--- config.mk ---
export PLATFORM = sky130hd
export DESIGN_NAME = recovery_request_arbiter
export DESIGN_NICKNAME = d
export VERILOG_FILES = /design/src/rtl/recovery_request_arbiter_pkg.sv /design/src/rtl/recovery_age_compare.sv /design/src/rtl/recovery_request_arbiter.sv
export SDC_FILE = /design/constraint.sdc
export NUM_CORES = 1
export LEC_CHECK = 0
export BUFFER_PORTS_ARGS = -buffer_cell sky130_fd_sc_hd__buf_2
export CAP_MARGIN = 20
export CORE_MARGIN = 1
export CORE_UTILIZATION = 40
export CTS_CLUSTER_DIAMETER = 100
export CTS_CLUSTER_SIZE = 12
export DETAILED_ROUTE_END_ITERATION = 8
export GPL_ROUTABILITY_DRIVEN = 0
export HOLD_SLACK_MARGIN = 0.02
export PLACE_DENSITY = 0.73
export SLEW_MARGIN = 15
export SYNTH_ARGS = -nofsm -noshare
export SYNTH_HDL_FRONTEND = slang
export SYNTH_SLANG_ARGS = --single-unit
export TNS_END_PERCENT = 10
--- constraint.sdc ---
create_clock -name clk -period 4.6 [get_ports clk]
set_clock_uncertainty 0.2 [all_clocks]
set_input_delay 0.46 -clock clk [delete_from_list [all_inputs] [get_ports clk]]
set_output_delay 0.46 -clock clk [all_outputs]
set_load 0.05 [all_outputs]
--- src/rtl/recovery_request_arbiter_pkg.sv ---
// Shared types for the recovery request arbiter.
// Widths follow the ActiveList / address / branch-history paths.
package recovery_request_arbiter_pkg;

  localparam int ACTIVE_LIST_ENTRY_NUM = 64;
  localparam int ACTIVE_LIST_INDEX_WIDTH =
    $clog2(ACTIVE_LIST_ENTRY_NUM);
  localparam int ADDR_WIDTH = 32;
  localparam int BRANCH_GLOBAL_HISTORY_WIDTH = 10;
  localparam int REFETCH_TYPE_WIDTH = 3;

  localparam logic [7:0] DROP_COUNT_MAX = 8'hFF;

  typedef logic [ACTIVE_LIST_INDEX_WIDTH-1:0]
    ActiveListIndexPath;
  typedef logic [ADDR_WIDTH-1:0] AddrPath;
  typedef logic [BRANCH_GLOBAL_HISTORY_WIDTH-1:0]
    BranchGlobalHistoryPath;
  typedef logic [REFETCH_TYPE_WIDTH-1:0] RefetchType;

  typedef enum logic [1:0] {
    RECOVERY_ARB_IDLE,
    RECOVERY_ARB_HOLD,
    RECOVERY_ARB_ISSUED
  } RecoveryArbState;

  typedef struct packed {
    logic                   fromRw;
    RefetchType             refetchType;
    AddrPath                pc;
    BranchGlobalHistoryPath brHistory;
    ActiveListIndexPath     alPtr;
  } RecoveryReq;

endpackage

--- src/rtl/recovery_age_compare.sv ---
// Age order of two ActiveList pointers relative to the head.
// Distance wraps naturally at index width (entry count is 2^n).
module recovery_age_compare
  import recovery_request_arbiter_pkg::*;
(
  input  logic [ACTIVE_LIST_INDEX_WIDTH-1:0] aPtr,
  input  logic [ACTIVE_LIST_INDEX_WIDTH-1:0] bPtr,
  input  logic [ACTIVE_LIST_INDEX_WIDTH-1:0] headPtr,
  output logic                               aOlder
);

  logic [ACTIVE_LIST_INDEX_WIDTH-1:0] w_distA;
  logic [ACTIVE_LIST_INDEX_WIDTH-1:0] w_distB;

  assign w_distA = aPtr - headPtr;
  assign w_distB = bPtr - headPtr;
  assign aOlder  = w_distA < w_distB;

endmodule

--- src/rtl/recovery_request_arbiter.sv ---
// Merges CommitStage and RwStage recovery requests into one
// held request for the RecoveryManager; oldest request wins.
module recovery_request_arbiter
  import recovery_request_arbiter_pkg::*;
(
  input  logic                                   clk,
  input  logic                                   rst,
  input  logic                                   commitReqValid,
  input  logic [REFETCH_TYPE_WIDTH-1:0]          commitRefetchType,
  input  logic [ADDR_WIDTH-1:0]                  commitPC,
  input  logic [BRANCH_GLOBAL_HISTORY_WIDTH-1:0] commitBrHistory,
  input  logic                                   rwReqValid,
  input  logic [ACTIVE_LIST_INDEX_WIDTH-1:0]     rwALPtr,
  input  logic [REFETCH_TYPE_WIDTH-1:0]          rwRefetchType,
  input  logic [ADDR_WIDTH-1:0]                  rwPC,
  input  logic [BRANCH_GLOBAL_HISTORY_WIDTH-1:0] rwBrHistory,
  input  logic [ACTIVE_LIST_INDEX_WIDTH-1:0]     alHeadPtr,
  input  logic                                   reqReady,
  input  logic                                   recoveryBusy,
  output logic                                   reqValid,
  output logic                                   reqFromRw,
  output logic [ADDR_WIDTH-1:0]                  reqPC,
  output logic [REFETCH_TYPE_WIDTH-1:0]          reqRefetchType,
  output logic [BRANCH_GLOBAL_HISTORY_WIDTH-1:0] reqBrHistory,
  output logic [ACTIVE_LIST_INDEX_WIDTH-1:0]     reqALPtr,
  output logic [7:0]                             dropCount
);

  RecoveryArbState r_state;
  RecoveryReq      r_hold;
  RecoveryReq      r_pend;
  logic            r_pendValid;
  logic            r_busyPrev;
  logic [7:0]      r_dropCount;

  RecoveryReq w_commitReq;
  RecoveryReq w_rwReq;
  logic       w_rwOlder;
  logic       w_busyFall;
  logic       w_rwAccept;
  logic       w_rwDrop;

  // A commit op sits at the ActiveList head, so it carries the head ptr.
  assign w_commitReq = '{
    fromRw:      1'b0,
    refetchType: commitRefetchType,
    pc:          commitPC,
    brHistory:   commitBrHistory,
    alPtr:       alHeadPtr
  };

  assign w_rwReq = '{
    fromRw:      1'b1,
    refetchType: rwRefetchType,
    pc:          rwPC,
    brHistory:   rwBrHistory,
    alPtr:       rwALPtr
  };

  recovery_age_compare u_age (
    .aPtr    (rwALPtr),
    .bPtr    (r_hold.alPtr),
    .headPtr (alHeadPtr),
    .aOlder  (w_rwOlder)
  );

  assign w_busyFall = r_busyPrev & ~recoveryBusy;

  assign w_rwAccept = rwReqValid & ~commitReqValid &
    ((r_state == RECOVERY_ARB_IDLE) |
     ((r_state == RECOVERY_ARB_HOLD) &
      r_hold.fromRw & w_rwOlder));

  assign w_rwDrop = rwReqValid & ~w_rwAccept;

  assign reqValid       = (r_state == RECOVERY_ARB_HOLD);
  assign reqFromRw      = r_hold.fromRw;
  assign reqPC          = r_hold.pc;
  assign reqRefetchType = r_hold.refetchType;
  assign reqBrHistory   = r_hold.brHistory;
  assign reqALPtr       = r_hold.alPtr;
  assign dropCount      = r_dropCount;

  // Arbitration FSM with hold register, pending slot and drop counter.
  always_ff @(posedge clk or posedge rst) begin
    if (rst) begin
      r_state     <= RECOVERY_ARB_IDLE;
      r_hold      <= '0;
      r_pend      <= '0;
      r_pendValid <= 1'b0;
      r_busyPrev  <= 1'b0;
      r_dropCount <= '0;
    end else begin
      r_busyPrev <= recoveryBusy;
      if (w_rwDrop && r_dropCount != DROP_COUNT_MAX)
        r_dropCount <= r_dropCount + 8'd1;
      unique case (r_state)
        RECOVERY_ARB_IDLE: begin
          if (commitReqValid) begin
            r_hold  <= w_commitReq;
            r_state <= RECOVERY_ARB_HOLD;
          end else if (rwReqValid) begin
            r_hold  <= w_rwReq;
            r_state <= RECOVERY_ARB_HOLD;
          end
        end
        RECOVERY_ARB_HOLD: begin
          if (commitReqValid)
            r_hold <= w_commitReq;
          else if (w_rwAccept)
            r_hold <= w_rwReq;
          else if (reqReady)
            r_state <= RECOVERY_ARB_ISSUED;
        end
        RECOVERY_ARB_ISSUED: begin
          if (w_busyFall) begin
            r_pendValid <= 1'b0;
            if (commitReqValid) begin
              r_hold  <= w_commitReq;
              r_state <= RECOVERY_ARB_HOLD;
            end else if (r_pendValid) begin
              r_hold  <= r_pend;
              r_state <= RECOVERY_ARB_HOLD;
            end else begin
              r_state <= RECOVERY_ARB_IDLE;
            end
          end else if (commitReqValid) begin
            r_pend      <= w_commitReq;
            r_pendValid <= 1'b1;
          end
        end
        default: r_state <= RECOVERY_ARB_IDLE;
      endcase
    end
  end

endmodule

==> results.py <==
metrics = {
    "final_layout": {
        "fin_util_pct": 51.66,
        "final_cell_mix": "buf_2, dfrtp_1, nand2_1, o21ai_0, mux2_2",
        "area_growth_pct": 25.37,
        "n_antenna_cell": 0,
        "drive_above_1_share_pct": 45.27,
        "fillers": 1378,
        "layout_commonest_cell": "buf_2",
        "nets": 811,
        "fin_area_mm2": 0.007883,
    },
    "floorplan": {
        "chipWidth_um": 127.4,
        "design.die.area_mm2": 0.01622,
        "fp.dieH_um": 127.4,
        "start_util_pct": 41.21,
        "io_pins": 169,
        "core_mm2": 0.01526,
        "placementRows": 45,
    },
    "critical_path": {
        "crit_path_max_fanout": 21,
        "required_ns": 4.69,
        "critPathArrivalTime_ns": 3.96,
        "cp_common_cell": "ha_1",
        "start_kind": "flip-flop",
        "crit_path_max_incr_delay_ns": 0.48,
        "cpMaxStageDelayCell": "o311a_4",
        "endpoint_kind": "flip-flop",
        "cp_cell_sequence": "ha_1 > nor2b_1 > o21ai_0 > nand2b_1 > a2111o_1 > o211a_1 > ha_1 > nand2_1 > o2111ai_4 > a21oi_2 > o311a_4 > buf_4 > mux2_4",
        "worstSetupPathType": "reg -> reg",
    },
    "timing": {
        "rsz0062_at_grt": "false",
        "slew_viol_final": 0,
        "max_slew_margin_pct": 31.95,
        "fmax_mhz": 257.8,
        "timing.final.crit_share_pct": 84.32,
        "fin_crit_ns": 3.879,
        "tns_ns": 0,
        "worst_slew_pin_slew_ns": 1.021,
        "hold_violations": 0,
        "timing.hold.ws_ns": 0.09676,
        "setup_viol": 0,
    },
    "grt": {
        "overflow": 0,
        "antenna_found_initial": 0,
        "track_usage_pct": 18.40,
        "grt_pass1_wl_mm": 22.91,
        "grt_pass1_vias": 4486,
        "grt_max_degree": 100,
    },
    "route": {
        "final_antenna_net_count": 0,
        "dr_total_vias": 4496,
        "viasPerCell": 4.946,
        "wire_per_inst_um": 15.60,
        "routed_wl_mm": 14.18,
        "dr.pass1.iters": 4,
        "drc": 0,
        "drtIter0Drc": 229,
    },
    "logic_synthesis": {
        "synth_seq_cells": 115,
        "synth_top_family_by_area": "multiplexers",
        "netlist_area_mm2": 0.006287,
        "synthSimpleGateAreaFrac_pct": 7.124,
        "syn_inst": 520,
        "synth_adder_area_share_pct": 3.821,
        "synth_compound_area_share_pct": 7.761,
        "synth-xor-area-share_pct": 1.950,
        "syn_avg_cell_area_um2": 12.09,
        "ys_types": 50,
        "yosys_warnings": 0,
        "synth_edf_count": 0,
        "seq_area_frac_synth_pct": 45.77,
        "synthFlopType": "dfrtp_1",
        "synthMuxAreaShare_pct": 29.39,
        "async_flop_share_pct": 100.0,
        "synth_fp_nets": 646,
    },
    "run_status": {
        "run_status": "finished clean",
    },
    "placement": {
        "place_hpwl_mm": 9.832,
        "dpl-instance-area_mm2": 0.007254,
        "io_buffers": 168,
    },
    "clock_tree": {
        "clk_path_buf_depth": 2,
        "clkSinkCount": 115,
        "cts_tree": "built",
        "cts_resized": 0,
        "cts_buffers": 17,
        "root_buffer": "clkbuf_16",
        "htreeDepth": 4,
        "clk_pin_slew_ns": 0.06,
        "clk_latency_ns": 0.41,
    },
    "run": {
        "maxCapViolCount": 0,
    },
    "power": {
        "ir_worst_vdd_v": 0.0003647,
        "power_density_mw_per_mm2": 760.2,
        "p_leak_uw": 0.004148,
    },
    "worst_hold_path": {
        "hp-class": "in -> reg",
    },
}
==> kinds of logic after synthesis <==
logic type / after synthesis
compound gates: 80
xor+xnor: 14
fa+ha+maj: 18
buf+inv: 43
flops: 115
mux: 153
simple gates: 97
==> state kept, by name, indices dropped and copies added, names as in the netlist <==
signal,cells
reqPC,32
r_pendValid,1
dropCount,8
r_pend,51
r_busyPrev,1
reqRefetchType,3
reqFromRw,1
r_state,2
reqBrHistory,10
reqALPtr,6
==> per-layer routing <==
| layer | track usage, % | wire length, um |
|---|---|---|
| met1 | 22.80 | 6406 |
| met4 | 7.633 | 244 |
| met5 | 0 | 0 |
| met3 | 4.271 | 577 |
| met2 | 30.86 | 6948 |
==> timing repair <==
action,CTS,global route
endpoints found under the hold margin,41,0
hold buffers,2,0
setup buffers,0,0
==> worst paths after layout <==
check | from | end | slack (ns) | cells after the start
min in group asynchronous | rst | r_pend[30] | 0.46 | 3
max in group asynchronous | rst | reqPC[0] | 2.83 | 4
min | commitPC[4] | r_pend[20] | 0.1 | 2
max reg2reg | reqALPtr[1] | reqPC[31] | 0.72 | 13
max | reqALPtr[1] | reqPC[31] | 0.72 | 13
min reg2reg | reqBrHistory[7] | reqBrHistory[7] | 0.28 | 1
==> final cells by class <==
type,instances,area [um^2],area share [%]
Clock buffer,18,429.2,5.444
Clock inverter,14,178.9,2.270
Multi-Input combinational cell,362,3163,40.13
Tap cell,211,264.0,3.349
Timing Repair Buffer,176,918.4,11.65
Sequential cell,115,2878,36.51
Inverter,13,51.30,0.6508
==> metrics by stage <==
stage | total power (uW) | instances | setup slack, ns
final | 5992 | 909 | 0.7214
after global routing | 6312 | 909 | 0.4985
after CTS | 6059 | 909 | 0.6796
after detailed placement | 4681 | 875 | 0.3621
after global placement | 4615 | 875 | 0.4879
after floorplan | 4125 | 520 | 0.8905
==> report_power, final <==
group	total, uW	switching, uW	internal, uW
registers	1820	305	1510
logic	2820	1710	1120
clock network	1350	494	858
==> synth_stat cells, types with 2 or more instances <==
library cell | count | area share (%)
dfrtp_1 | 115 | 46
nand2_1 | 63 | 3.8
o21ai_0 | 55 | 4.4
mux2_2 | 51 | 9.1
mux2_4 | 50 | 12
mux2i_1 | 50 | 8.0
ha_1 | 16 | 3.2
clkbuf_1 | 14 | 0.84
inv_1 | 12 | 0.72
xor2_1 | 11 | 1.5
buf_2 | 10 | 0.80
a21oi_1 | 9 | 0.72
buf_12 | 5 | 1.6
nor2_1 | 4 | 0.24
nor2b_1 | 4 | 0.40
nor3_1 | 4 | 0.32
a21o_1 | 3 | 0.36
nand2b_1 | 3 | 0.30
nand3_1 | 3 | 0.24
xnor2_1 | 3 | 0.42
and4_1 | 2 | 0.28
fa_1 | 2 | 0.64
mux2_1 | 2 | 0.36
nor3b_1 | 2 | 0.24
nor4_1 | 2 | 0.20
==> worst max-delay path, delay by kind of cell (launching register included) <==
kind | cells | cell delay, ns
AOI/OAI and AO/OA | 6 | 1.48
adders and majority gates | 2 | 0.58
buffers and inverters | 1 | 0.36
DFF | 1 | 0.43
muxes | 1 | 0.32
and+or+nand+nor | 3 | 0.35
Note: power is estimated with default switching activity, not from simulation.
